`config.mk`:
```
export PLATFORM = sky130hd
export DESIGN_NAME = code_lock_fsm_flat
export DESIGN_NICKNAME = d
export VERILOG_FILES = /design/src/rtl/code_lock_if.sv /design/src/rtl/code_lock_fsm.sv /design/src/flat_wrapper.sv
export SDC_FILE = /design/constraint.sdc
export NUM_CORES = 1
export LEC_CHECK = 0
export ABC_AREA = 1
export BUFFER_PORTS_ARGS = -buffer_cell sky130_fd_sc_hd__buf_2
export CORE_UTILIZATION = 53
export CTS_BUF_LIST = sky130_fd_sc_hd__clkbuf_4 sky130_fd_sc_hd__clkbuf_8 sky130_fd_sc_hd__clkbuf_16
export DETAILED_ROUTE_END_ITERATION = 10
export GPL_TIMING_DRIVEN = 0
export MAX_ROUTING_LAYER = met4
export PLACE_DENSITY = 0.84
export RECOVER_POWER = 25
export SLEW_MARGIN = 20
export SYNTH_ARGS = -nofsm -noshare
export SYNTH_HDL_FRONTEND = slang
export SYNTH_SLANG_ARGS = --single-unit
```
`constraint.sdc`:
```
create_clock -name clk -period 1.6 [get_ports clk]
set_input_delay 0.16 -clock clk [delete_from_list [all_inputs] [get_ports clk]]
set_output_delay 0.16 -clock clk [all_outputs]
set_load 0.02 [all_outputs]
```
`src/rtl/code_lock_if.sv`:
```
// ---------------------------------------------------------------------------
// code_lock_if
// Bundles the keypad-side controls and the lock status outputs of
// code_lock_fsm into one interface.
//
// Signals:
//   key_valid  - single-cycle strobe; key_digit is valid
//   key_digit  - digit value, DIGIT_W bits
//   clear      - abort the current entry
//   relock     - end the unlock window early
//   prog_req   - request programming mode (only honoured while unlocked)
//   unlocked   - actuator enable
//   locked_out - lockout active
//   prog_mode  - programming in progress
//   fail_cnt   - consecutive failures, $clog2(MAX_FAIL+1) bits
//   digit_cnt  - digits captured in current entry, $clog2(CODE_LEN+1) bits
//   state      - 00 IDLE, 01 UNLOCK, 10 LOCKOUT, 11 PROG
//
// Modports:
//   master - keypad/actuator side: drives controls, observes status
//   slave  - the lock controller itself
// ---------------------------------------------------------------------------
interface code_lock_if #(
    parameter int DIGIT_W  = 4,
    parameter int CODE_LEN = 4,
    parameter int MAX_FAIL = 3
);
    localparam int FAIL_W = $clog2(MAX_FAIL + 1);
    localparam int CNT_W  = $clog2(CODE_LEN + 1);

    logic               key_valid;
    logic [DIGIT_W-1:0] key_digit;
    logic               clear;
    logic               relock;
    logic               prog_req;
    logic               unlocked;
    logic               locked_out;
    logic               prog_mode;
    logic [FAIL_W-1:0]  fail_cnt;
    logic [CNT_W-1:0]   digit_cnt;
    logic [1:0]         state;

    // Keypad / supervisor side
    modport master (
        output key_valid, key_digit, clear, relock, prog_req,
        input  unlocked, locked_out, prog_mode, fail_cnt, digit_cnt, state
    );

    // Lock controller side
    modport slave (
        input  key_valid, key_digit, clear, relock, prog_req,
        output unlocked, locked_out, prog_mode, fail_cnt, digit_cnt, state
    );
endinterface

```
`src/rtl/code_lock_fsm.sv`:
```
// ---------------------------------------------------------------------------
// code_lock_fsm
// Keypad lock controller. A CODE_LEN-digit code is entered one digit per
// key strobe. A correct code opens the lock for UNLOCK_CYC cycles, MAX_FAIL
// consecutive wrong codes force a LOCKOUT_CYC-cycle lockout, and while
// unlocked the code can be reprogrammed. The first-entered digit is the most
// significant digit of the code register.
//
// Ports:
//   clk  - clock, rising edge
//   rst  - synchronous, active-low reset
//   bus  - code_lock_if.slave: key_valid, key_digit, clear, relock,
//          prog_req in; unlocked, locked_out, prog_mode, fail_cnt,
//          digit_cnt, state out (all registered or decoded from state)
// ---------------------------------------------------------------------------
module code_lock_fsm #(
    parameter int                             DIGIT_W      = 4,
    parameter int                             CODE_LEN     = 4,
    parameter int                             MAX_FAIL     = 3,
    parameter int                             LOCKOUT_CYC  = 16,
    parameter int                             UNLOCK_CYC   = 8,
    parameter logic [CODE_LEN*DIGIT_W-1:0]    DEFAULT_CODE = 16'h1234
) (
    input logic          clk,
    input logic          rst,
    code_lock_if.slave   bus
);
    localparam int CODE_W  = CODE_LEN * DIGIT_W;
    localparam int FAIL_W  = $clog2(MAX_FAIL + 1);
    localparam int CNT_W   = $clog2(CODE_LEN + 1);
    localparam int TMAX    = (LOCKOUT_CYC > UNLOCK_CYC) ? LOCKOUT_CYC : UNLOCK_CYC;
    localparam int TIMER_W = (TMAX > 1) ? $clog2(TMAX) : 1;

    typedef enum logic [1:0] {
        ST_IDLE    = 2'b00,
        ST_UNLOCK  = 2'b01,
        ST_LOCKOUT = 2'b10,
        ST_PROG    = 2'b11
    } state_t;

    state_t              state;
    logic [CODE_W-1:0]   code_reg;
    logic [CODE_W-1:0]   shadow;
    logic [FAIL_W-1:0]   fail_cnt;
    logic [CNT_W-1:0]    digit_cnt;
    logic [TIMER_W-1:0]  timer;
    logic                mismatch;

    logic [DIGIT_W-1:0]  exp_digit;
    logic                digit_miss;
    logic                last_digit;
    logic [CODE_W-1:0]   next_shadow;

    // Per-strobe helpers: the stored digit the current key is compared
    // against, whether this strobe completes an entry, and the shadow
    // register with the incoming digit shifted in at the bottom (so the
    // first digit ends up most significant after CODE_LEN strobes).
    always_comb begin
        exp_digit   = code_reg[DIGIT_W*(CODE_LEN-1-int'(digit_cnt)) +: DIGIT_W];
        digit_miss  = (bus.key_digit != exp_digit);
        last_digit  = (digit_cnt == CNT_W'(CODE_LEN - 1));
        next_shadow = CODE_W'({shadow, bus.key_digit});
    end

    // Main controller. A single timer serves both the unlock window and
    // the lockout: it is loaded with length-1 on entry and the state is
    // left on the edge where it reads zero, giving exactly length cycles.
    always_ff @(posedge clk) begin
        if (!rst) begin
            state     <= ST_IDLE;
            code_reg  <= DEFAULT_CODE;
            shadow    <= '0;
            fail_cnt  <= '0;
            digit_cnt <= '0;
            timer     <= '0;
            mismatch  <= 1'b0;
        end else begin
            case (state)
                ST_IDLE: begin
                    if (bus.clear) begin
                        digit_cnt <= '0;
                        mismatch  <= 1'b0;
                    end else if (bus.key_valid) begin
                        if (last_digit) begin
                            digit_cnt <= '0;
                            mismatch  <= 1'b0;
                            if (!mismatch && !digit_miss) begin
                                state    <= ST_UNLOCK;
                                fail_cnt <= '0;
                                timer    <= TIMER_W'(UNLOCK_CYC - 1);
                            end else if (fail_cnt >= FAIL_W'(MAX_FAIL - 1)) begin
                                state    <= ST_LOCKOUT;
                                fail_cnt <= FAIL_W'(MAX_FAIL);
                                timer    <= TIMER_W'(LOCKOUT_CYC - 1);
                            end else begin
                                fail_cnt <= fail_cnt + FAIL_W'(1);
                            end
                        end else begin
                            digit_cnt <= digit_cnt + CNT_W'(1);
                            mismatch  <= mismatch | digit_miss;
                        end
                    end
                end

                ST_UNLOCK: begin
                    if (bus.relock) begin
                        state <= ST_IDLE;
                    end else if (bus.prog_req) begin
                        state     <= ST_PROG;
                        digit_cnt <= '0;
                        shadow    <= '0;
                    end else if (timer == '0) begin
                        state <= ST_IDLE;
                    end else begin
                        timer <= timer - TIMER_W'(1);
                    end
                end

                ST_LOCKOUT: begin
                    if (timer == '0) begin
                        state    <= ST_IDLE;
                        fail_cnt <= '0;
                    end else begin
                        timer <= timer - TIMER_W'(1);
                    end
                end

                ST_PROG: begin
                    if (bus.clear) begin
                        state     <= ST_IDLE;
                        digit_cnt <= '0;
                    end else if (bus.key_valid) begin
                        shadow <= next_shadow;
                        if (last_digit) begin
                            code_reg  <= next_shadow;
                            state     <= ST_IDLE;
                            digit_cnt <= '0;
                        end else begin
                            digit_cnt <= digit_cnt + CNT_W'(1);
                        end
                    end
                end

                default: begin
                    state     <= ST_IDLE;
                    digit_cnt <= '0;
                    mismatch  <= 1'b0;
                end
            endcase
        end
    end

    // Status outputs are straight decodes of registered state
    assign bus.state      = state;
    assign bus.unlocked   = (state == ST_UNLOCK);
    assign bus.locked_out = (state == ST_LOCKOUT);
    assign bus.prog_mode  = (state == ST_PROG);
    assign bus.fail_cnt   = fail_cnt;
    assign bus.digit_cnt  = digit_cnt;
endmodule

```
`src/flat_wrapper.sv`:
```
// flat-port wrapper written by rule: the top's interface ports become plain ports
module code_lock_fsm_flat 
#(
    parameter int                             DIGIT_W      = 4,
    parameter int                             CODE_LEN     = 4,
    parameter int                             MAX_FAIL     = 3,
    parameter int                             LOCKOUT_CYC  = 16,
    parameter int                             UNLOCK_CYC   = 8,
    parameter logic [CODE_LEN*DIGIT_W-1:0]    DEFAULT_CODE = 16'h1234
)
  (clk, rst, bus_key_valid, bus_key_digit, bus_clear, bus_relock, bus_prog_req, bus_unlocked, bus_locked_out, bus_prog_mode, bus_fail_cnt, bus_digit_cnt, bus_state);
  code_lock_if #(.DIGIT_W(DIGIT_W), .CODE_LEN(CODE_LEN), .MAX_FAIL(MAX_FAIL)) bus_i ();
  input logic clk;
  input logic rst;
  input wire logic [$bits(bus_i.key_valid)-1:0] bus_key_valid;
  input wire logic [$bits(bus_i.key_digit)-1:0] bus_key_digit;
  input wire logic [$bits(bus_i.clear)-1:0] bus_clear;
  input wire logic [$bits(bus_i.relock)-1:0] bus_relock;
  input wire logic [$bits(bus_i.prog_req)-1:0] bus_prog_req;
  output wire logic [$bits(bus_i.unlocked)-1:0] bus_unlocked;
  output wire logic [$bits(bus_i.locked_out)-1:0] bus_locked_out;
  output wire logic [$bits(bus_i.prog_mode)-1:0] bus_prog_mode;
  output wire logic [$bits(bus_i.fail_cnt)-1:0] bus_fail_cnt;
  output wire logic [$bits(bus_i.digit_cnt)-1:0] bus_digit_cnt;
  output wire logic [$bits(bus_i.state)-1:0] bus_state;
  assign bus_i.key_valid = bus_key_valid;
  assign bus_i.key_digit = bus_key_digit;
  assign bus_i.clear = bus_clear;
  assign bus_i.relock = bus_relock;
  assign bus_i.prog_req = bus_prog_req;
  assign bus_unlocked = bus_i.unlocked;
  assign bus_locked_out = bus_i.locked_out;
  assign bus_prog_mode = bus_i.prog_mode;
  assign bus_fail_cnt = bus_i.fail_cnt;
  assign bus_digit_cnt = bus_i.digit_cnt;
  assign bus_state = bus_i.state;
  code_lock_fsm #(.DIGIT_W(DIGIT_W), .CODE_LEN(CODE_LEN), .MAX_FAIL(MAX_FAIL), .LOCKOUT_CYC(LOCKOUT_CYC), .UNLOCK_CYC(UNLOCK_CYC), .DEFAULT_CODE(DEFAULT_CODE)) u_core (.clk(clk), .rst(rst), .bus(bus_i));
endmodule
```
After elaboration in Yosys (flattened, before gate mapping):

Index checks and enable logic that the tools add are counted.

* logic and storage cells: 93
* register bits: 40
* output and inout bits: 10
* input bits: 10

* bitwise gates (word level): 2
* reduce and logical (&&, ||, !) cells: 18
* muxes and demuxes: 42
* order comparisons: 1
* equality and inequality tests: 18
* add/subtract/negate cells: 4
* shifts and indexed selects: 1

Operators by type and width (number)
* $mux 12: 4
* $mux 2: 17
* $mux 4: 8
* $shiftx 16x32->4: 1
* $pmux 12 s2: 1
* $mux 3: 5
* $ne 2x2->1 const B: 7
* $pmux 4 s3: 1
* $reduce_and 5->1: 2
* $pmux 2 s4: 1
* $reduce_and 4->1: 2
* $reduce_bool 2->1: 4
* $reduce_and 7->1: 1
* $ne 3x1->1 const B: 2
* $pmux 3 s2: 1
* $reduce_and 6->1: 1
* $eq 2x2->1 const B: 2
* $logic_not 4->1: 1
* $ne 2x1->1 const B: 2
* $ne 4x4->1: 1
* $pmux 2 s2: 1
* $sub 2x3->4 const A: 1
* $sub 4x1->4 const B: 1
* $add 3x1->3 const B: 1
* other kinds (15): 18

Depth between registers and ports, before layout:

Gate-level depths: netlist of run 1.

* depth in word-level cells: 10
* mapped depth: 15
* gate-level depth less buffers: 14

Worst setup path before layout of run 1:

No wires, ideal clock.

* path kind: register to register
* start: reg u_core.state[1] (netlist: u_core.bus.state[1])
* end: reg u_core.shadow[9]
* data arrival time: 1778 ps
* library setup time: 117 ps
* clock period less this slack: 1895 ps
* data required time: 1483 ps
* setup slack: -295 ps
* cell stages (with the launch flop): 11
* path buffers: 2
* cell sequence: dfxtp_1 > ha_1 > buf_2 > nand2_1 > o21ai_1 > inv_1 > nor2_1 > inv_2 > clkbuf_1 > a21oi_1 > nor2_1

* cells in the longest elaborated chain, start to end: 3
* elaborated cells between the ends (all ways): 9
* those cells by class: eq/ne: 6; mux: 1; reduce/logical: 2

RTL lines
* from (decl): RTL line code_lock_fsm.sv:41 `state_t state;`
* from (signal assigned): RTL line code_lock_fsm.sv:70 `state <= ST_IDLE;`
* from (signal assigned): RTL line code_lock_fsm.sv:88 `state <= ST_UNLOCK;`
* from (signal assigned): RTL line code_lock_fsm.sv:92 `state <= ST_LOCKOUT;`
* $eq 2x2->1 (*)
* named net bus_prog_mode: RTL line flat_wrapper.sv:22 `output wire logic [$bits(bus_i.prog_mode)-1:0] bus_prog_mode;`
* $ne 2x2->1 (no line) / $reduce_bool 2->1 (equally long branches)
* $reduce_and 5->1 (no line)
* to (signal assigned): RTL line code_lock_fsm.sv:133 `shadow <= next_shadow;`
* to (decl): RTL line code_lock_fsm.sv:43 `logic [CODE_W-1:0] shadow;`

Mark *: on every way through the listed nets, which the timed path passes. The rest lies on a longest branch.
A chain may end at the register's enable or synchronous reset.

Worst setup path after layout of run 1:

* start: reg u_core.digit_cnt[0] (netlist: u_core.bus.digit_cnt[0])
* end: reg u_core.state[1] (netlist: u_core.bus.state[1])

* cells in the longest elaborated chain, start to end: 10
* elaborated cells between the ends (all ways): 15
* those cells by class: add/sub: 1; eq/ne: 5; shift: 1; mux: 5; reduce/logical: 3

RTL lines
* from (decl): RTL line code_lock_fsm.sv:45 `logic [CNT_W-1:0] digit_cnt;`
* from (signal assigned): RTL line code_lock_fsm.sv:99 `digit_cnt <= digit_cnt + CNT_W'(1);`
* from (signal assigned): RTL line code_lock_fsm.sv:139 `digit_cnt <= digit_cnt + CNT_W'(1);`
* $sub 2x3->4: RTL line code_lock_fsm.sv:59 `exp_digit = code_reg[DIGIT_W*(CODE_LEN-1-int'(digit_cnt)) +: DIGIT_W];`
* $shiftx 16x32->4: RTL line code_lock_fsm.sv:59
* $ne 4x4->1: RTL line code_lock_fsm.sv:60 `digit_miss = (bus.key_digit != exp_digit);`
* $logic_not 1->1: RTL line code_lock_fsm.sv:87 `if (!mismatch && !digit_miss) begin`
* $logic_and 1x1->1: RTL line code_lock_fsm.sv:87
* $mux 2: RTL line code_lock_fsm.sv:87
* $mux 2: RTL line code_lock_fsm.sv:84 `if (last_digit) begin`
* $mux 2: RTL line code_lock_fsm.sv:83 `end else if (bus.key_valid) begin`
* $mux 2: RTL line code_lock_fsm.sv:80 `if (bus.clear) begin`
* $pmux 2 s4: RTL line code_lock_fsm.sv:78 `case (state)`
* to (signal assigned): RTL line code_lock_fsm.sv:88
* to (signal assigned): RTL line code_lock_fsm.sv:92
* to (signal assigned): RTL line code_lock_fsm.sv:107 `state <= ST_IDLE;`

Several ways; a longest one is shown, not always the timed one. The select of a mux whose other input is x is not followed.

==> results of run 1 <==
-- stage by stage --
stage	instances	power (mW)	cell area [um2]	hold slack, ns
3_5_place_dp	367	1.22	2270	0.435
2_1_floorplan	301	1.17	2120	0.318
6_report	381	2.10	2570	0.157
5_1_grt	381	2.19	2570	0.141
4_1_cts	378	2.10	2510	0.151
3_3_place_gp	367	1.21	2270	0.429
-- synth_stat cells (3+ instances only) --
| cell type | n |
|---|---|
| a211oi_1 | 5 |
| clkbuf_1 | 6 |
| clkinv_1 | 3 |
| a21oi_1 | 29 |
| buf_2 | 3 |
| nand2_1 | 64 |
| dfxtp_1 | 40 |
| inv_2 | 18 |
| nor3_1 | 3 |
| o211ai_1 | 5 |
| inv_1 | 24 |
| ha_1 | 6 |
| nand3_1 | 21 |
| o21ai_1 | 14 |
| o21ai_0 | 9 |
| nor2_1 | 30 |
-- report_power, final --
part	switching (mW)	internal, mW
Combinational	0.144	0.0925
Sequential	0.0125	0.998
Clock	0.383	0.471
Total	0.539	1.56
-- kinds of logic (layout without fill, tap and decap cells) --
logic type | after synthesis | after routing | synth area share, %
compound gates | 68 | 68 | 18.5
flops | 40 | 40 | 38.3
fa+ha+maj | 6 | 6 | 3.59
buf+inv | 57 | 89 | 11.2
xor+xnor | 1 | 1 | 0.419
simple gates | 129 | 129 | 28.0
-- path summary, 6_finish.rpt --
path,start,end,slack [ns]
worst max-delay path,u_core.bus.digit_cnt[0]$_SDFFE_PN0P_,u_core.bus.state[1]$_SDFFE_PN0P_,-0.12
worst max register to register,u_core.bus.digit_cnt[0]$_SDFFE_PN0P_,u_core.bus.state[1]$_SDFFE_PN0P_,-0.12
worst min register to register,u_core.code_reg[1]$_SDFFE_PN0P_,u_core.code_reg[1]$_SDFFE_PN0P_,0.45
worst min-delay path,bus_key_digit[0],u_core.shadow[0]$_SDFFE_PN0P_,0.16
-- layout by cell type, fill, tap and decap left out, drive strengths merged --
cell type,n
bufinv,1
nand2,67
nand3b,1
dfxtp,40
o221ai,2
xor2,1
a21oi,29
nor3,3
a31oi,2
a211oi,6
nand3,24
a21boi,1
buf,26
clkbuf,14
nand4,1
inv,45
clkinv,3
nor2,33
o21ai,23
o211ai,5
ha,6
-- metal layers --
metal / vias to the layer above / track usage (%)
li1: 1049 / -
met4: 0 / 11.4
met5: - / -
met3: 17 / 6.87
met2: 104 / 42.7
met1: 983 / 34.7
-- area by class of cell --
cell class                      count  area, um2  area share, %
Multi-Input combinational cell    204       1170           45.5
Sequential cell                    40        816           31.7
Inverter                           46        183           7.11
Timing Repair Buffer               26        165           6.43
Clock buffer                        5       68.8           2.68
Buffer                              9       62.6           2.43
Tap cell                           48       60.1           2.34
Clock inverter                      3       45.0           1.75
-- critical path, stage by stage (launching register included) --
cell     delay (ns)
dfxtp_4        0.40
buf_8          0.13
inv_8          0.05
nand2_1        0.06
nand3_1        0.06
nand2_1        0.12
a21oi_1        0.09
nor2_2         0.16
nand3_4        0.12
buf_4          0.16
nand2_1        0.05
nand2_1        0.06
nor2_2         0.10
nor2_1         0.05
-- what timing repair did --
| action | in CTS | in global routing |
|---|---|---|
| setup endpoints to repair | 34 | 29 |
| pin swaps | 9 | 5 |
| gates cloned | 1 | 1 |
| gates resized for setup | 23 | 13 |
| buffers inserted | 4 | 2 |
==> results.toml, run 1 <==
[detailed_routing]
post_drt_via_cell_ratio = 5.65
route.detailed.drc = 0
detail_route.first_pass.iterations = 8
drt_first_iter_violations = 182
met2_wirelength_um = 2490
detail_route_antenna_nets = 0
wirelength_um = 5380
wl_met3_um = 378
vias = 2153
top_layer_used = "met4"
met1Wirelength_um = 2390
wl_per_cell_um = 14.1

[critical_path]
path_max_fanout = 8
cp.arrival_ns = 1.92
depth_of_the_worst_register_to_register_path = 13
criticalPathCategory = "reg2reg"
worstSetupStartpointType = "flop"
worst_setup_path_end_kind = "flop"
worst_ep_required_time_ns = 1.79

[status]
status = "complete, but fails checks"
violations = "setup timing"

[placement]
pre_cts_slack_ns = -0.195
gpl.final_weighted_congestion = 0.920
numPortBuffers = 18
detail_placement_hpwl_um = 3370

[floorplan]
dieHeight_um = 64.8
die_area_mm2 = 0.00420
design.core.area_mm2 = 0.00372
std_cell_rows = 22
dieWidth_um = 64.8
starting_density_pct = 56.2
num_io_pins = 20

[timing]
rsz0062_at_grt = "yes"
total_neg_setup_slack_ns = -1.11
worst_slack_ns = -0.125
fin_crit_ns = 1.72
timing.final.setup_violations = 20
report.final.hold_viol_count = 0
worst-slew-pin-transition_ns = 0.514
timing.fmax_mhz = 580
clock_skew_ns = 0.00716
max_slew_margin_pct = 65.7
report.final.slew_viol_count = 0
period_share_pct = 108

[logic_synthesis]
synth.net_count = 317
synth_top_area_cell = "dfxtp_1"
postSynth.asyncResetShare_pct = 0
post-synth-top-area-fraction_pct = 38.3
syn_inst = 301
syn-cell-area_mm2 = 0.00209
ys_top_cells_by_area = "dfxtp_1 (38%), nand2_1 (12%), a21oi_1 (7.0%)"
yosys_warnings = 0
synth_sequential_area_ratio_pct = 38.3
synth_enable_flop_cells = 0
yosys.cell_types.count = 32
yosys_most_used_dff = "dfxtp_1"
avgSynthCellArea_um2 = 6.94
synth_seq_cells = 40

[global_routing]
grt_overflow = 0
grt_first_pass_wirelength_um = 8580
first_global_vias = 1867
grt_usage_pct = 27.8
maximum_number_of_pins_on_one_net_before_global_route_repair = 15
grt_antenna_before_repair = 0

[clocking]
cts_hold_repair.buffers = 0
cts.htree.levels = 2
root_buffer = "clkbuf_8"
cts.sinks = 40
cts_tree = "yes"
cts_buffer_count = 5
clk-insertion-delay-late_ns = 0.30
clk_pin_slew_ns = 0.09
clk_path_buf_depth = 2

[power]
powerDensity_mw_per_mm2 = 817
power_leakage_nw = 1.10
vdd_ir_drop_max_mv = 0.415

[hold_path]
min-delay-path-class = "in2reg"
min_delay_path_depth = 3

[cells_and_area]
area_delta_synth_final_pct = 23.1
finish.utilization_pct = 69.2
final_nets = 348
antenna_diodes = 0
layout.filler_cells = 293
largest_reg_flops = 16
layout-drive-gt1-share_pct = 28.2

[job]
cap_violations = 0
Note: power is estimated with default switching activity, not from simulation.
==> inputs of run 2 (changes only) <==
--- a/config.mk
+++ b/config.mk
@@ -6,13 +6,13 @@
 export NUM_CORES = 1
 export LEC_CHECK = 0
 export ABC_AREA = 1
-export BUFFER_PORTS_ARGS = -buffer_cell sky130_fd_sc_hd__buf_2
-export CORE_UTILIZATION = 53
+export CORE_UTILIZATION = 56
 export CTS_BUF_LIST = sky130_fd_sc_hd__clkbuf_4 sky130_fd_sc_hd__clkbuf_8 sky130_fd_sc_hd__clkbuf_16
 export DETAILED_ROUTE_END_ITERATION = 10
+export DONT_BUFFER_PORTS = 1
 export GPL_TIMING_DRIVEN = 0
 export MAX_ROUTING_LAYER = met4
-export PLACE_DENSITY = 0.84
+export PLACE_DENSITY = 0.83
 export RECOVER_POWER = 25
 export SLEW_MARGIN = 20
 export SYNTH_ARGS = -nofsm -noshare
==> run 2 against run 1 <==
Against the previous run: the flow still finishes with violations (setup timing); setup slack got worse by 0.14 ns; sequential share of layout area is 1.2 points lower; sequential cell count is the same.
==> results.toml, run 2 (synthesized netlist as in run 1, its figures left out) <==
[clocking]
clk_path_buf_depth = 2
cts_buffer_count = 5
clk_pin_slew_ns = 0.09
cts_tree = "yes"
cts.htree.levels = 2
clk-insertion-delay-late_ns = 0.31
cts.sinks = 40
root_buffer = "clkbuf_8"

[cells_and_area]
layout.area.seq_um2 = 808
layout.filler_cells = 231
most-common-layout-cells = "nand2_1 (51), dfxtp_1 (38), nor2_1 (24), inv_1 (23), a21oi_1 (22)"
multiInputGateArea_mm2 = 0.00126
antenna_diodes = 0
stdcell_area_mm2 = 0.00265
area_delta_synth_final_pct = 26.8
largest_reg_flops = 16
most_frequent_standard_cell_in_the_layout_excluding_fill_and_tap_cells = "nand2_1"
layout-drive-gt1-share_pct = 32.8
final_nets = 338

[critical_path]
r2r-end = "u_core.shadow[6]$_SDFFE_PN0P_"
criticalPathCategory = "reg2reg"
path_max_fanout = 5
depth_of_the_worst_register_to_register_path = 9
reg2reg_slack_ns = -0.27
worstSetupStartpointType = "flop"
worst_setup_path_end_kind = "flop"
cp.arrival_ns = 2.11
timing.rr.start = "u_core.bus.state[0]$_SDFFE_PN0P_"
worst_ep_required_time_ns = 1.84

[hold_path]
min_delay_path_depth = 2
worstHoldEndpoint = "u_core.code_reg[0]$_SDFFE_PN0P_"
min-delay-path-class = "in2reg"
worst_hold_startpoint = "bus_key_digit[0]"

[timing]
worst_slack_ns = -0.268
timing.final.setup_violations = 39
total_neg_setup_slack_ns = -6.99
report.final.slew_viol_count = 0
max_slew_margin_pct = 57.3
fin_crit_ns = 1.87
final.hold.worst_slack_ns = 0.0234
worst-slew-pin-transition_ns = 0.640
report.final.hold_viol_count = 0
period_share_pct = 117
clock_skew_ns = 0.0102
rsz0062_at_grt = "yes"
timing.fmax_mhz = 535

[power]
power_switching_share_pct = 25.6
power_leakage_nw = 1.08
powerDensity_mw_per_mm2 = 779
p_sw_mw = 0.528
sequentialPowerShare_pct = 49.4
internal_power_mw = 1.54
vdd_ir_drop_max_mv = 0.619
power_frac_comb_pct = 10.5
total_design_power_mw = 2.06
clock_power_share_pct = 40.1

[placement]
dpl_cell_area_mm2 = 0.00218
gpl.final_weighted_congestion = 0.880
numPortBuffers = 0
detail_placement_hpwl_um = 3340

[detailed_routing]
wl_per_cell_um = 14.9
post_drt_via_cell_ratio = 5.50
vias = 2031
drt_first_iter_violations = 178
route.detailed.drc = 0
detail_route_antenna_nets = 0
detail_route.first_pass.iterations = 4
wirelength_um = 5510

[floorplan]
dieHeight_um = 63.1
num_io_pins = 20
starting_density_pct = 60.7
dieWidth_um = 63.1
design.core.area_mm2 = 0.00344
std_cell_rows = 21
die_area_mm2 = 0.00398

[global_routing]
grt_usage_pct = 28.9
grt_overflow = 0
maximum_number_of_pins_on_one_net_before_global_route_repair = 14
first_global_vias = 1920
grt_antenna_before_repair = 0
grt_first_pass_wirelength_um = 8600

[status]
violations = "setup timing"
status = "complete, but fails checks"

[job]
cap_violations = 0
-- run 2: critical path, cell delays in order, from the launching register on --
cell     delay, ns
dfxtp_1       0.62
ha_4          0.25
buf_6         0.13
nand2_2       0.05
o21ai_1       0.08
inv_1         0.08
nor2_4        0.21
buf_6         0.17
nand3_2       0.07
a21oi_1       0.13
-- run 2: cell type report --
class | count | share of cell area, %
multi-input cells | 204 | 47.6
flip-flops and latches | 40 | 30.5
inverters | 46 | 6.99
repair buffers | 15 | 5.58
clock buffers | 7 | 4.06
plain buffers | 10 | 2.74
well taps | 46 | 2.17
clock inverters | 1 | 0.331
-- run 2: power groups by stage --
stage | sequential (mW) | combinational, mW | clock, mW
floorplan | 1.04 | 0.133 | 0
global placement | 1.04 | 0.157 | 0
detailed placement | 1.04 | 0.162 | 0
CTS | 1.02 | 0.190 | 0.827
global route | 1.02 | 0.237 | 0.874
finish | 1.02 | 0.216 | 0.828
-- run 2: metal layers --
layer  track usage, %  part of all wire [%]  vias to the layer above
met5                -                     0                        -
met4             10.5                   2.1                        0
met3             8.51                   8.0                       10
met2             45.2                    47                       78
met1             35.0                    43                      930
li1                 -                     -                     1013
-- run 2: through the flow --
stage               instances  setup WS (ns)  util (%)
finish                    369         -0.268      76.9
global placement          347         -0.240      63.4
global route              369         -0.372      76.9
floorplan                 301        0.00255         -
detailed placement        347         -0.247      63.4
CTS                       363         -0.152      71.8
-- run 2: what timing repair did --
item / 4_1_cts / 5_1_grt
hold endpoints to repair: 0 / 3
setup endpoints to repair: 35 / 39
buffers inserted: 7 / 3
cloned: 1 / 1
hold buffers: 0 / 3
pin swaps: 7 / 9
gates resized for setup: 25 / 41
-- run 2: how the worst max path moves through the flow --
| stage | startpoint | end | slack [ns] |
|---|---|---|---|
| detailed placement | u_core.bus.state[1]$_SDFFE_PN0P_ | u_core.shadow[4]$_SDFFE_PN0P_ | -0.25 |
| global placement | u_core.bus.state[1]$_SDFFE_PN0P_ | u_core.shadow[4]$_SDFFE_PN0P_ | -0.24 |
| global route | u_core.bus.digit_cnt[0]$_SDFFE_PN0P_ | u_core.timer[0]$_SDFFE_PN0P_ | -0.37 |
| CTS | u_core.bus.digit_cnt[0]$_SDFFE_PN0P_ | u_core.timer[3]$_SDFFE_PN0P_ | -0.15 |
| floorplan | u_core.bus.state[1]$_SDFFE_PN0P_ | u_core.shadow[9]$_SDFFE_PN0P_ | 0.003 |
| finish | u_core.bus.state[0]$_SDFFE_PN0P_ | u_core.shadow[6]$_SDFFE_PN0P_ | -0.27 |
==> inputs of run 3 (changes only) <==
--- a/config.mk
+++ b/config.mk
@@ -13,8 +13,7 @@
 export GPL_TIMING_DRIVEN = 0
 export MAX_ROUTING_LAYER = met4
 export PLACE_DENSITY = 0.83
-export RECOVER_POWER = 25
-export SLEW_MARGIN = 20
+export REMOVE_ABC_BUFFERS = 1
 export SYNTH_ARGS = -nofsm -noshare
 export SYNTH_HDL_FRONTEND = slang
 export SYNTH_SLANG_ARGS = --single-unit
==> run 3 against run 2 <==
Against the previous run: the run ends with hold timing, setup timing left; clock skew fell by 0.0068 ns; cell count shrank 3.8%; hold slack worse by 0.079 ns; clock-buffer cell count unchanged; sequential power about the same; maximum frequency is 2.3% higher; register-to-register slack improved by 0.04 ns; clock power is 13% lower; die area did not move; first-iteration DRC count fell by 23%; critical endpoint is now u_core.timer[3]$_SDFFE_PN0P_; largest cell class unchanged; highest routed layer unchanged.
==> results.toml, run 3 (synthesized netlist as in run 1, its figures left out) <==
[timing]
fin_crit_ns = 1.83
worst_slack_ns = -0.225
final.hold.worst_slack_ns = -0.0553
timing.fmax_mhz = 548
total_neg_setup_slack_ns = -1.47
timing.final.setup_violations = 15
period_share_pct = 114
max_slew_margin_pct = 61.6
report.final.hold_viol_count = 13
clock_skew_ns = 0.00338
worst-slew-pin-transition_ns = 0.576
report.final.slew_viol_count = 0
rsz0062_at_grt = "yes"

[critical_path]
criticalPathCategory = "reg2reg"
worst_setup_path_end_kind = "flop"
max_stage_delay_ns = 0.41
cell_class_contributing_the_biggest_share_of_worst_path_delay = "simple AND/OR/NAND/NOR gates"
worstSetupStartpointType = "flop"
cp.arrival_ns = 2.02
critical_path.cell_chain = "buf_6 > nor2_4 > nor2_1 > o21ai_1 > nand2_1 > nand2_1 > nand2_1 > nand2_2 > nand3_4 > nand2_4 > nand3_4 > nor2_1 > nor2_1"
worst_ep_required_time_ns = 1.80
path_max_fanout = 8
path_buf_inv = 1
cp_slowest_cell = "dfxtp_4"

[cells_and_area]
layout-drive-gt1-share_pct = 28.5
most-common-layout-cells = "nand2_1 (57), dfxtp_1 (36), nor2_1 (26), inv_1 (23), a21oi_1 (22)"
final_nets = 325
finish.utilization_pct = 73.1
most_frequent_standard_cell_in_the_layout_excluding_fill_and_tap_cells = "nand2_1"
antenna_diodes = 0
area_delta_synth_final_pct = 20.4
largest_reg_flops = 16
layout.filler_cells = 250

[clocking]
cts_buffer_count = 5
cts.htree.levels = 2
clk-insertion-delay-late_ns = 0.30
cts_tree = "yes"
clk_path_buf_depth = 2
clk_pin_slew_ns = 0.07
cts.sinks = 40
root_buffer = "clkbuf_8"

[detailed_routing]
wirelength_um = 5150
detail_route.first_pass.iterations = 5
drt_first_iter_violations = 137
post_drt_via_cell_ratio = 5.61
vias = 1993
detail_route_antenna_nets = 0
route.detailed.drc = 0
wl_per_cell_um = 14.5

[placement]
pre_cts_slack_ns = -1.37
detail_placement_hpwl_um = 2950
gpl.final_weighted_congestion = 0.849
numPortBuffers = 0

[floorplan]
die_area_mm2 = 0.00398
design.core.area_mm2 = 0.00344
std_cell_rows = 21
dieWidth_um = 63.1
num_io_pins = 20
starting_density_pct = 60.7
dieHeight_um = 63.1

[global_routing]
maximum_number_of_pins_on_one_net_before_global_route_repair = 28
grt_antenna_before_repair = 0
first_global_vias = 1827
grt_overflow = 0
grt_first_pass_wirelength_um = 8050
grt_usage_pct = 27.2

[hold_path]
min-delay-path-class = "in2reg"

[status]
status = "complete, but fails checks"
violations = "hold timing, setup timing"

[power]
vdd_ir_drop_max_mv = 0.564
powerDensity_mw_per_mm2 = 761
power_leakage_nw = 1.03

[job]
cap_violations = 0
run 3: changes by cell type in the layout (fill, tap and decap cells not counted), sizes merged:
cell         delta
clkinv          -1
buf             -6
clkbuf          -4
dlygate4sd3     -3
run 3: where the power goes:
part	internal [mW]	switching [mW]	total (mW)
Clock	0.384	0.336	0.720
Sequential	0.999	0.0211	1.02
Combinational	0.0657	0.109	0.175
Total	1.45	0.467	1.91
run 3: routing by layer:
layer / GRT usage, % / wire length [um] / share of wire, % / up-vias
met4: 13.1 / 159 / 3.1 / 0
li1: - / - / - / 995
met5: - / 0 / 0 / -
met2: 44.0 / 2490 / 48 / 69
met1: 30.1 / 2160 / 42 / 900
met3: 8.70 / 342 / 6.6 / 29
run 3: final cells by class:
type,instances,area (um2),share of cell area (%)
multi-input cells,204,1240,49.4
flip-flops and latches,40,816,32.4
well taps,46,57.6,2.29
inverters,46,193,7.66
clock buffers,7,96.3,3.83
repair buffers,12,110,4.38
run 3: timing repair:
item                       4_1_cts  5_1_grt
hold endpoints to repair        17       13
pin swaps                        5       11
setup endpoints to repair       41       40
gates resized for setup         34       32
buffers inserted                 8        4
run 3: per-stage QoR:
step	cell area (um2)	instances	total power, mW
after global routing	2510	355	1.98
after detailed placement	2090	336	1.18
after global placement	2090	336	1.18
after CTS	2360	351	1.90
final	2510	355	1.91
after floorplan	2030	290	1.16
run 3: path summary, 6_finish.rpt:
| check | startpoint | depth (start not counted) | slack (ns) | to |
|---|---|---|---|---|
| hold / removal | rst | 1 | -0.06 | u_core.code_reg[2]$_SDFFE_PN1P_ |
| setup reg to reg | u_core.bus.digit_cnt[0]$_SDFFE_PN0P_ | 13 | -0.23 | u_core.timer[3]$_SDFFE_PN0P_ |
| hold reg to reg | u_core.code_reg[1]$_SDFFE_PN0P_ | 2 | 0.45 | u_core.code_reg[1]$_SDFFE_PN0P_ |
| setup / recovery | u_core.bus.digit_cnt[0]$_SDFFE_PN0P_ | 13 | -0.23 | u_core.timer[3]$_SDFFE_PN0P_ |
